### src/rtl/audio_pwm_out.sv
// Sample-stream sink: paces sample requests, scales each sample by BCD volume, drives an 8-bit PWM pin.
// Latency: capture on the tick edge, scaled sample lands in pending 10 edges later; duty follows on the next PWM wrap.
// Backpressure: none upstream; ticks arriving while a scale op is in flight are dropped and the op completes.
module audio_pwm_out #(
    parameter int unsigned SAMPLE_DIV = 6250
) (
    input  logic       clk,
    input  logic       reset,
    input  logic       play,
    input  logic [7:0] sample,
    input  logic [3:0] volume1,
    input  logic [3:0] volume0,
    output logic       sample_req,
    output logic       busy,
    output logic       pwm_out
);

    localparam logic [15:0] DIV_LAST = 16'(SAMPLE_DIV - 1);

    typedef enum logic [1:0] {
        IDLE = 2'd0,
        LOAD = 2'd1,
        MUL  = 2'd2,
        DONE = 2'd3
    } state_t;

    state_t      state_q, state_d;
    logic [15:0] div_cnt_q;
    logic        tick;

    logic [7:0]  centered_q;
    logic [6:0]  vol_q;
    logic [14:0] mcand_q;
    logic [7:0]  mplier_q;
    logic        sign_q;
    logic [14:0] acc_q;
    logic [2:0]  bit_cnt_q;
    logic [7:0]  pending_q;

    logic [7:0]  pwm_cnt_q;
    logic [7:0]  duty_q;
    logic        pwm_out_q;

    logic [3:0]  v1_clamped, v0_clamped;
    logic [6:0]  vol_now;
    logic [7:0]  gain_sum, gain;
    logic [7:0]  mag;
    logic [14:0] prod;

    assign tick = (div_cnt_q == 16'd0);

    // Non-BCD digits saturate to 9 so the volume never exceeds 99.
    assign v1_clamped = (volume1 > 4'd9) ? 4'd9 : volume1;
    assign v0_clamped = (volume0 > 4'd9) ? 4'd9 : volume0;
    assign vol_now    = 7'(v1_clamped) * 7'd10 + 7'(v0_clamped);

    // vol*(1 + 1/4 + 1/16) approximates vol*128/99, so 99 maps to unity (clamped at 128).
    assign gain_sum = {1'b0, vol_q} + {3'b000, vol_q[6:2]} + {5'b00000, vol_q[6:4]};
    assign gain     = (gain_sum > 8'd128) ? 8'd128 : gain_sum;

    // |centered|; 0x80 (-128) correctly yields 128 as an unsigned byte.
    assign mag = centered_q[7] ? (8'd0 - centered_q) : centered_q;

    // |product| <= 16384, so a 15-bit two's-complement value holds it (including -16384);
    // bits [14:7] are then exactly the floor-toward-minus-infinity divide by 128.
    assign prod = sign_q ? (15'd0 - acc_q) : acc_q;

    // Free-running sample-period divider, independent of play.
    always_ff @(posedge clk or negedge reset) begin
        if (!reset) begin
            div_cnt_q <= DIV_LAST;
        end else if (tick) begin
            div_cnt_q <= DIV_LAST;
        end else begin
            div_cnt_q <= div_cnt_q - 16'd1;
        end
    end

    // FSM state register.
    always_ff @(posedge clk or negedge reset) begin
        if (!reset) begin
            state_q <= IDLE;
        end else begin
            state_q <= state_d;
        end
    end

    // FSM next-state: one capture per tick, then a fixed 10-cycle scale sequence.
    always_comb begin
        state_d = state_q;
        case (state_q)
            IDLE:    if (tick && play) state_d = LOAD;
            LOAD:    state_d = MUL;
            MUL:     if (bit_cnt_q == 3'd7) state_d = DONE;
            DONE:    state_d = IDLE;
            default: state_d = IDLE;
        endcase
    end

    // FSM outputs: request only when a tick is actually accepted.
    always_comb begin
        sample_req = 1'b0;
        busy       = 1'b0;
        case (state_q)
            IDLE:     sample_req = tick & play;
            LOAD,
            MUL:      busy = 1'b1;
            default: ;
        endcase
    end

    // Scaling datapath: capture, operand load, LSB-first shift-add, signed rescale into pending.
    always_ff @(posedge clk or negedge reset) begin
        if (!reset) begin
            centered_q <= 8'h00;
            vol_q      <= 7'd0;
            mcand_q    <= 15'd0;
            mplier_q   <= 8'd0;
            sign_q     <= 1'b0;
            acc_q      <= 15'd0;
            bit_cnt_q  <= 3'd0;
            pending_q  <= 8'h80;
        end else begin
            case (state_q)
                IDLE: begin
                    if (tick) begin
                        if (play) begin
                            centered_q <= sample ^ 8'h80;
                            vol_q      <= vol_now;
                        end else begin
                            pending_q  <= 8'h80;
                        end
                    end
                end
                LOAD: begin
                    mcand_q   <= {7'd0, mag};
                    mplier_q  <= gain;
                    sign_q    <= centered_q[7];
                    acc_q     <= 15'd0;
                    bit_cnt_q <= 3'd0;
                end
                MUL: begin
                    if (mplier_q[0]) begin
                        acc_q <= acc_q + mcand_q;
                    end
                    mcand_q   <= mcand_q << 1;
                    mplier_q  <= mplier_q >> 1;
                    bit_cnt_q <= bit_cnt_q + 3'd1;
                end
                DONE: begin
                    pending_q <= prod[14:7] + 8'd128;
                end
                default: ;
            endcase
        end
    end

    // PWM: duty only reloads at the period boundary so a period is never cut mid-way.
    always_ff @(posedge clk or negedge reset) begin
        if (!reset) begin
            pwm_cnt_q <= 8'd0;
            duty_q    <= 8'h80;
            pwm_out_q <= 1'b0;
        end else begin
            pwm_cnt_q <= pwm_cnt_q + 8'd1;
            if (pwm_cnt_q == 8'hFF) begin
                duty_q <= pending_q;
            end
            pwm_out_q <= (pwm_cnt_q < duty_q);
        end
    end

    assign pwm_out = pwm_out_q;

endmodule

### config.mk
export PLATFORM = sky130hd
export DESIGN_NAME = audio_pwm_out
export DESIGN_NICKNAME = d
export VERILOG_FILES = /design/src/rtl/audio_pwm_out.sv
export SDC_FILE = /design/constraint.sdc
export NUM_CORES = 1
export LEC_CHECK = 0
export CELL_PAD_IN_SITES_DETAIL_PLACEMENT = 0
export CELL_PAD_IN_SITES_GLOBAL_PLACEMENT = 1
export CORE_UTILIZATION = 48
export CTS_CLUSTER_SIZE = 24
export DETAILED_ROUTE_END_ITERATION = 8
export GPL_ROUTABILITY_DRIVEN = 0
export PLACE_DENSITY = 0.87
export SYNTH_ARGS = -nofsm -noshare
export SYNTH_HDL_FRONTEND = slang
export SYNTH_SLANG_ARGS = --single-unit
### constraint.sdc
create_clock -name clk -period 3.48 [get_ports clk]
set_clock_uncertainty 0.1 [all_clocks]
set_input_delay 0.696 -clock clk [delete_from_list [all_inputs] [get_ports clk]]
set_output_delay 0.696 -clock clk [all_outputs]
set_load 0.1 [all_outputs]
======== Word level (Yosys, flattened, before mapping) ========
Cells that the tools add are included.
word-level totals
  register bits after elaboration ......... 100
  latch bits .............................. 0
  bits in writable memories ............... 0
  bits in read-only memories .............. 0
  input port bits ......................... 19
  output and inout bits ................... 3
  word-level logic and storage cells ...... 69
  memories kept ........................... 0
cells by class
  add/sub/neg operators ................... 10
  $mul .................................... 1
  div/mod/pow operators ................... 0
  $lt $le $gt $ge ......................... 4
  eq/ne operators ......................... 10
  shift-type cells ........................ 0
  mux-type cells .......................... 19
  bitwise logic cells ..................... 2
  reduce and logical (&&, ||, !) cells .... 10
operators by type and width
  kind                   count
  $pmux 15 s2            2
  $mux 8                 4
  $pmux 8 s2             2
  $mux 15                2
  $logic_not 16->1       1
  $mux 16                1
  $sub 16x1->16 const B  1
  $add 15x15->15         1
  $sub 1x15->15 const A  1
  $ne 2x2->1 const B     5
  $add 7x5->8            1
  $add 8x1->8 const B    1
  $add 8x3->8            1
  $add 8x8->8 const B    1
  $eq 8x8->1 const B     1
  $gt 4x4->1 const B     2
  $gt 8x8->1 const B     1
  $lt 8x8->1             1
  $mux 4                 2
  $pmux 2 s4             1
  $sub 1x8->8 const A    1
  $add 7x4->7            1
  $mul 4x3->6 const B    1
  $pmux 3 s2             1
  other kinds (14)       20

======== Longest topological paths before layout ========
Gate-level depths: netlist of the first run.
  depth in word-level cells ............... 5
  depth in mapped cells ................... 10
  depth with buffers taken out ............ 10

======== Worst setup path before layout of the first run ========
Ideal clock, no wire load.
  path type ............................... register to output
  from .................................... reg div_cnt_q[4]
  to ...................................... out sample_req
  arrival ................................. 2510 ps
  data required time ...................... 2684 ps
  slack ................................... 174 ps
  cell stages (with the launch flop) ...... 7
  buffers on the path ..................... 2
  cell sequence ........................... dfrtp_1 -> or3_1 -> or3_1 -> buf_2 -> nor3_1 -> clkbuf_1 -> and3_1
between the ends
  longest elaborated chain between the ends .. 3
RTL lines
  item                      line  text
  start: declaration        28    logic [15:0] div_cnt_q;
  start signal: assignment  75    div_cnt_q <= div_cnt_q - 16'd1;
  $logic_not 16->1          50    assign tick = (div_cnt_q == 16'd0);
  $and 1x1->1               105   IDLE: sample_req = tick & play;
  $mux 1                    104   case (state_q)
  end: declaration          13    output logic sample_req,
Every way passes these cells.

======== Worst setup path in the final report of the first run ========
Same ends and word-level chain as after synthesis.

==> run metrics, run 1 <==
headroom to the max-slew limit=a little over a third; WL met3=roughly 320 um; Post-Place Cells=between 700 and 800; worst flop-to-flop path endpoint=mplier_q[0]; number of antenna repair diodes=0; number of storage elements in the synthesis netlist=100; complex-gate fraction of the synthesized area=between 10% and 20%; Arrival @ worst endpoint=approximately 2300 ps; Hold Buf Count CTS=0; count of different cell masters after synthesis=55; Avg WL per Cell=between 10 and 15 um; number of cells produced by synthesis=~600; TritonCTS clock tree=done; final setup violation count=0; area of the core=~0.012 mm^2; Max Clk Rate=327 MHz; critical register-to-register path startpoint=vol_q[3]; Cell Count, Final, Fillers Out=761; I/O pin cnt=22; average vias per placed instance=5.40; clock-pin transition on the worst setup and hold timing paths=roughly 60 ps; Die Area=around 0.012 mm^2; insertion delay of the later-clocked pin in the worst-skew pair=between 300 and 400 ps; worst setup path category=reg2out; count of unresolved DRC violations after routing=0; main combinational cell family by area after synthesis=simple AND/OR/NAND/NOR gates; PnR worst setup slack=around 420 ps; proportion of register bits with asynchronous set or reset after synthesis=100%; worst setup slack before clock tree synthesis=291 ps; number of iterations in the first detailed-routing pass=4; Synth top area share=between 30% and 40%; part of the Yosys area used for sequential elements=about 44%; post-synthesis cell area=roughly 0.0058 mm^2; Clk Tree Root Cell=sky130_fd_sc_hd__clkbuf_16; post-detail-place hpwl=7590 um; first-pass GRT wire length=approximately 19000 um; Clock Sinks=100; Total GRT Usage=19.1%; number of nets in the final layout=approximately 700; worst min-delay path category=in2async; final core occ=55.0%; largest voltage drop on the vdd net=~0.40 mV; fraction of synthesized area in multiplexers=between 2 and 2.5%; length of routed met2 wiring=between 5000 and 6000 um; synthesis warning total=0; outcome=finished, final reports clean; top flip-flop cell by instance count after synthesis=sky130_fd_sc_hd__dfrtp_1; die boundary width=112 um; Critical Path Start=div_cnt_q[4]; unrepaired setup endpoints after global routing=no; cell accounting for the most synthesized area=sky130_fd_sc_hd__dfrtp_1; leading post-synthesis cells by cell area=sky130_fd_sc_hd__dfrtp_1 (40%), sky130_fd_sc_hd__ha_1 (9.8%), sky130_fd_sc_hd__nand2_1 (6.0%), sky130_fd_sc_hd__o21ai_0 (5.1%), sky130_fd_sc_hd__xor2_1 (4.1%); reg-to-reg slack, setup=between 500 and 600 ps; H-Tree Level Count=3; clock period minus final worst setup slack=3060 ps; post-synthesis average cell area=about 9.6 um^2; number of global-route vias before repair=between 4000 and 5000; number of enable-type register cells in the synthesized netlist=0; setup_tns=0 ps; share of the synthesized netlist area taken by xor and xnor gates=between 7 and 8%; top layer reached by signal wires=met4; cts bufs inserted=9; Starting DRT DRC Count=around 180; pwr/cell area=roughly 660 mW/mm^2; leakage component of the power=2.93 nW; simple-gate share of the synthesized area=between 10% and 20%; fin crit share=roughly 88%; CP required=between 2000 and 3000 ps; # port buffers=21; post_cts resized=0; leading cell types in the layout, fill and taps excluded=sky130_fd_sc_hd__nand2_1 (92), sky130_fd_sc_hd__dfrtp_1 (92), sky130_fd_sc_hd__o21ai_0 (59); total number of vias=about 4100; signed area change from the synthesized netlist to the final layout=10.4%; Total Routed Length=roughly 11000 um; placement row count=39; antenna viol nets, final=0; number of antenna violations at the first check in global routing=0; transition time at the pin with the least slew margin=between 900 and 1000 ps; Max Root-Sink Buffers=2; largest net degree at the start of global routing=59; global-route congestion overflow total=0; net count of the mapped netlist=approximately 670; height of the die=approximately 110 um; post-synthesis adder-cell area fraction=12.2%; Post-Route M1 WL=~5000 um; Starting Density=approximately half; biggest fanout along the worst timing path=6; share of cells above drive strength 1=5.66%; Critical Path Source Type=flip-flop; number of setup buffers added after CTS=0; Max Cap Viol=0; endpoint kind of the worst setup timing path=output pin; count of pins over their slew limit=0; depth of the worst register-to-register path=10; # fillers=~1000; final count of hold timing violations=0
==> power by group <==
part           leakage [nW]  internal (mW)  switching (mW)
clock network         0.119          0.488           0.404
logic                  1.53          0.690            1.04
registers              1.28           1.39           0.187
==> metrics by stage <==
stage                     total power [mW]  hold slack, ps  area, um^2
final                                 4.21             323        6360
after global routing                  4.52             375        6360
after CTS                             4.24             354        6360
after detailed placement              3.33             340        6110
after global placement                3.27             340        6110
after floorplan                       2.91             300        5760
==> cells by family after synthesis <==
logic type,count (synthesis)
AND/OR/NAND/NOR,191
AO/OA/AOI/OAI,138
flip-flops,100
buffers and inverters,58
adder cells (fa/ha/maj),52
XOR/XNOR,51
multiplexers,11
==> worst max-delay path: stages (launching register included) <==
cell	delay [ps]
sky130_fd_sc_hd__dfrtp_1	410
sky130_fd_sc_hd__or3_1	390
sky130_fd_sc_hd__or3_1	420
sky130_fd_sc_hd__nor3_1	260
sky130_fd_sc_hd__and3_1	260
sky130_fd_sc_hd__buf_12	190
==> area by class of cell <==
class / count / area [um^2] / area share (%)
well taps: 143 / 179 / 2.81
inverters: 33 / 124 / 1.95
clock buffers: 16 / 251 / 3.96
multi-input cells: 443 / 3010 / 47.4
repair buffers: 26 / 278 / 4.37
flip-flops and latches: 100 / 2510 / 39.5
==> Yosys cell counts (2+ instances only) <==
library cell / count
sky130_fd_sc_hd__dfrtp_1: 92
sky130_fd_sc_hd__nand2_1: 92
sky130_fd_sc_hd__o31ai_1: 9
sky130_fd_sc_hd__nand4_1: 2
sky130_fd_sc_hd__a211oi_1: 2
sky130_fd_sc_hd__and4_1: 2
sky130_fd_sc_hd__nor2b_1: 8
sky130_fd_sc_hd__clkbuf_1: 19
sky130_fd_sc_hd__a211o_1: 2
sky130_fd_sc_hd__nor3_1: 10
sky130_fd_sc_hd__buf_2: 2
sky130_fd_sc_hd__xor2_1: 27
sky130_fd_sc_hd__nor4_1: 5
sky130_fd_sc_hd__nand3_1: 16
sky130_fd_sc_hd__inv_1: 33
sky130_fd_sc_hd__nor2_1: 26
sky130_fd_sc_hd__o2111ai_1: 2
sky130_fd_sc_hd__dfstp_2: 8
sky130_fd_sc_hd__a21oi_1: 29
sky130_fd_sc_hd__o21a_1: 4
sky130_fd_sc_hd__ha_1: 45
sky130_fd_sc_hd__nand2b_1: 9
sky130_fd_sc_hd__and3_1: 6
sky130_fd_sc_hd__or3_1: 7
sky130_fd_sc_hd__o21ai_0: 59
sky130_fd_sc_hd__a21o_1: 10
sky130_fd_sc_hd__o31a_1: 2
sky130_fd_sc_hd__a21boi_0: 2
sky130_fd_sc_hd__a32o_1: 2
sky130_fd_sc_hd__o21bai_1: 2
sky130_fd_sc_hd__xnor2_1: 24
sky130_fd_sc_hd__mux2_2: 7
sky130_fd_sc_hd__mux2i_1: 3
sky130_fd_sc_hd__buf_1: 2
sky130_fd_sc_hd__buf_6: 2
sky130_fd_sc_hd__fa_1: 7
sky130_fd_sc_hd__a31oi_1: 4
==> how the worst max path moves through the flow <==
stage / endpoint / cells past startpoint
2_1_floorplan: sample_req / 6
3_3_place_gp: vol_q[6] / 10
3_5_place_dp: vol_q[6] / 10
4_1_cts: sample_req / 5
5_1_grt: mplier_q[4] / 10
6_report: sample_req / 5
==> sequential cells by signal, summed over array words and instances, names as in the netlist <==
register	count
mcand_q	15
pwm_cnt_q	8
pending_q	8
state_q	2
div_cnt_q	16
pwm_out	1
mplier_q	8
vol_q	7
centered_q	8
bit_cnt_q	3
acc_q	15
sign_q	1
duty_q	8
==> routing by layer <==
metal,up-vias,global-route usage (%)
met5,-,0
met4,0,5.05
met3,10,5.17
met2,49,33.1
met1,1960,23.5
li1,2090,-
Note: power is estimated with default switching activity, not from simulation.
==> run 2, diff against run 1 <==
--- a/config.mk
+++ b/config.mk
@@ -15,3 +15,4 @@
 export SYNTH_ARGS = -nofsm -noshare
 export SYNTH_HDL_FRONTEND = slang
 export SYNTH_SLANG_ARGS = --single-unit
+export TNS_END_PERCENT = 1
==> constraint.sdc (replaced) <==
create_clock -name clk -period 3.48 [get_ports clk]
set_clock_uncertainty 0.1 [all_clocks]
set_input_delay 0.696 -clock clk [delete_from_list [all_inputs] [get_ports clk]]
set_output_delay 0.696 -clock clk [all_outputs]
set_load 0.01 [all_outputs]
==> run metrics, run 2 (synthesized netlist as in run 1, its figures left out) <==
cts bufs inserted=9; number of global-route vias before repair=~4200; Max Cap Viol=0; Critical Path Source Type=flip-flop; TritonCTS clock tree=done; pwr/cell area=between 600 and 700 mW/mm^2; Post-Place Cells=746; final count of hold timing violations=0; die boundary width=between 100 and 150 um; CP peak stage delay=around 530 ps; Starting DRT DRC Count=roughly 210; I/O pin cnt=22; headroom to the max-slew limit=34.9%; Avg WL per Cell=14.1 um; worst min-delay path category=in2async; outcome=finished, final reports clean; Max Root-Sink Buffers=2; count of pins over their slew limit=0; Cell Count, Final, Fillers Out=762; final core occ=55.3%; insertion delay of the later-clocked pin in the worst-skew pair=~360 ps; PnR worst setup slack=~140 ps; number of flip-flops in the largest register=16; worst setup path category=reg2out; clock period minus final worst setup slack=around 3300 ps; Total GRT Usage=a little under a fifth; area of the core=roughly 0.012 mm^2; registers with the most flip-flops=div_cnt_q (16), acc_q (15), mcand_q (15); cell chain of the critical path=or3_1, or3_1, nor3_1, and3_1, clkdlybuf4s50_1; Die Area=between 0.01 and 0.015 mm^2; final setup violation count=0; fin crit share=about 96%; clock-pin transition on the worst setup and hold timing paths=~70 ps; crit path max-delay cell type=sky130_fd_sc_hd__clkdlybuf4s50_1; Starting Density=around 50%; number of antenna repair diodes=0; cell repeated most along the worst path=sky130_fd_sc_hd__or3_1; CP required=between 2000 and 3000 ps; global-route congestion overflow total=0; first-pass GRT wire length=~19000 um; setup_tns=0 ps; signed area change from the synthesized netlist to the final layout=10.9%; antenna viol nets, final=0; Clock Sinks=100; post_cts resized=0; number of nets in the final layout=approximately 690; number of setup buffers added after CTS=0; placement row count=39; height of the die=about 110 um; number of antenna violations at the first check in global routing=0; # port buffers=21; endpoint kind of the worst setup timing path=output pin; Max Clk Rate=300 MHz; number of iterations in the first detailed-routing pass=4; worst setup slack before clock tree synthesis=about 300 ps; unrepaired setup endpoints after global routing=no; transition time at the pin with the least slew margin=977 ps; biggest fanout along the worst timing path=6; Clk Tree Root Cell=sky130_fd_sc_hd__clkbuf_16; Hold Buf Count CTS=0; average vias per placed instance=5.43; count of unresolved DRC violations after routing=0; leakage component of the power=between 2 and 3 nW; Most flops, register=div_cnt_q; largest net degree at the start of global routing=65; Total Routed Length=between 10000 and 15000 um; total number of vias=between 4000 and 5000; leading cell types in the layout, fill and taps excluded=sky130_fd_sc_hd__nand2_1 (92), sky130_fd_sc_hd__dfrtp_1 (92), sky130_fd_sc_hd__o21ai_0 (59); post-detail-place hpwl=7710 um; largest voltage drop on the vdd net=between 0.3 and 0.4 mV; Arrival @ worst endpoint=2540 ps; share of cells above drive strength 1=under 10%; Tot Pwr=approximately 4.2 mW; H-Tree Level Count=3
[run 2: metrics by stage]
step | cell area, um^2 | hold slack [ps]
after global routing | 6390 | 362
after CTS | 6390 | 357
after detailed placement | 6080 | 342
after global placement | 6080 | 337
final | 6390 | 314
after floorplan | 5760 | 300
[run 2: metal layers]
| layer | up-vias | wire length, um | track usage (%) | part of all wire (%) |
|---|---|---|---|---|
| met3 | 20 | 264 | 4.30 | 2.5 |
| met2 | 40 | 5190 | 32.4 | 48 |
| met1 | 1988 | 5050 | 23.3 | 47 |
| met5 | - | 0 | 0 | 0 |
| li1 | 2092 | - | - | - |
| met4 | 0 | 246 | 8.56 | 2.3 |
[run 2: report_power, final]
part	internal, mW	switching [mW]
clock network	0.618	0.428
logic	0.661	0.943
registers	1.39	0.191
total	2.67	1.56
[run 2: critical path, delay by kind of cell, from the launching register on]
kind                   cells  cell delay, ps
AND/OR/NAND/NOR            4            1240
buffers and inverters      1             530
flip-flops                 1             400
[run 2: layout make-up]
cell class	instances	area, um^2
Fill cell	1033	5170
Clock inverter	1	30.0
Sequential cell	100	2510
Timing Repair Buffer	27	253
Tap cell	143	179
Multi-Input combinational cell	443	3010
Clock buffer	15	278
Inverter	33	124
[run 2: worst paths after layout]
| path | slack [ps] | cells after the start | end | from |
|---|---|---|---|---|
| min in group clk | 360 | 1 | div_cnt_q[0] | div_cnt_q[0] |
| hold reg to reg | 360 | 1 | div_cnt_q[0] | div_cnt_q[0] |
| max in group asynchronous | 2150 | 2 | mcand_q[0] | reset |
| setup reg to reg | 580 | 10 | mplier_q[3] | vol_q[1] |
| setup / recovery | 140 | 5 | sample_req | div_cnt_q[4] |
| hold / removal | 310 | 1 | div_cnt_q[10] | reset |
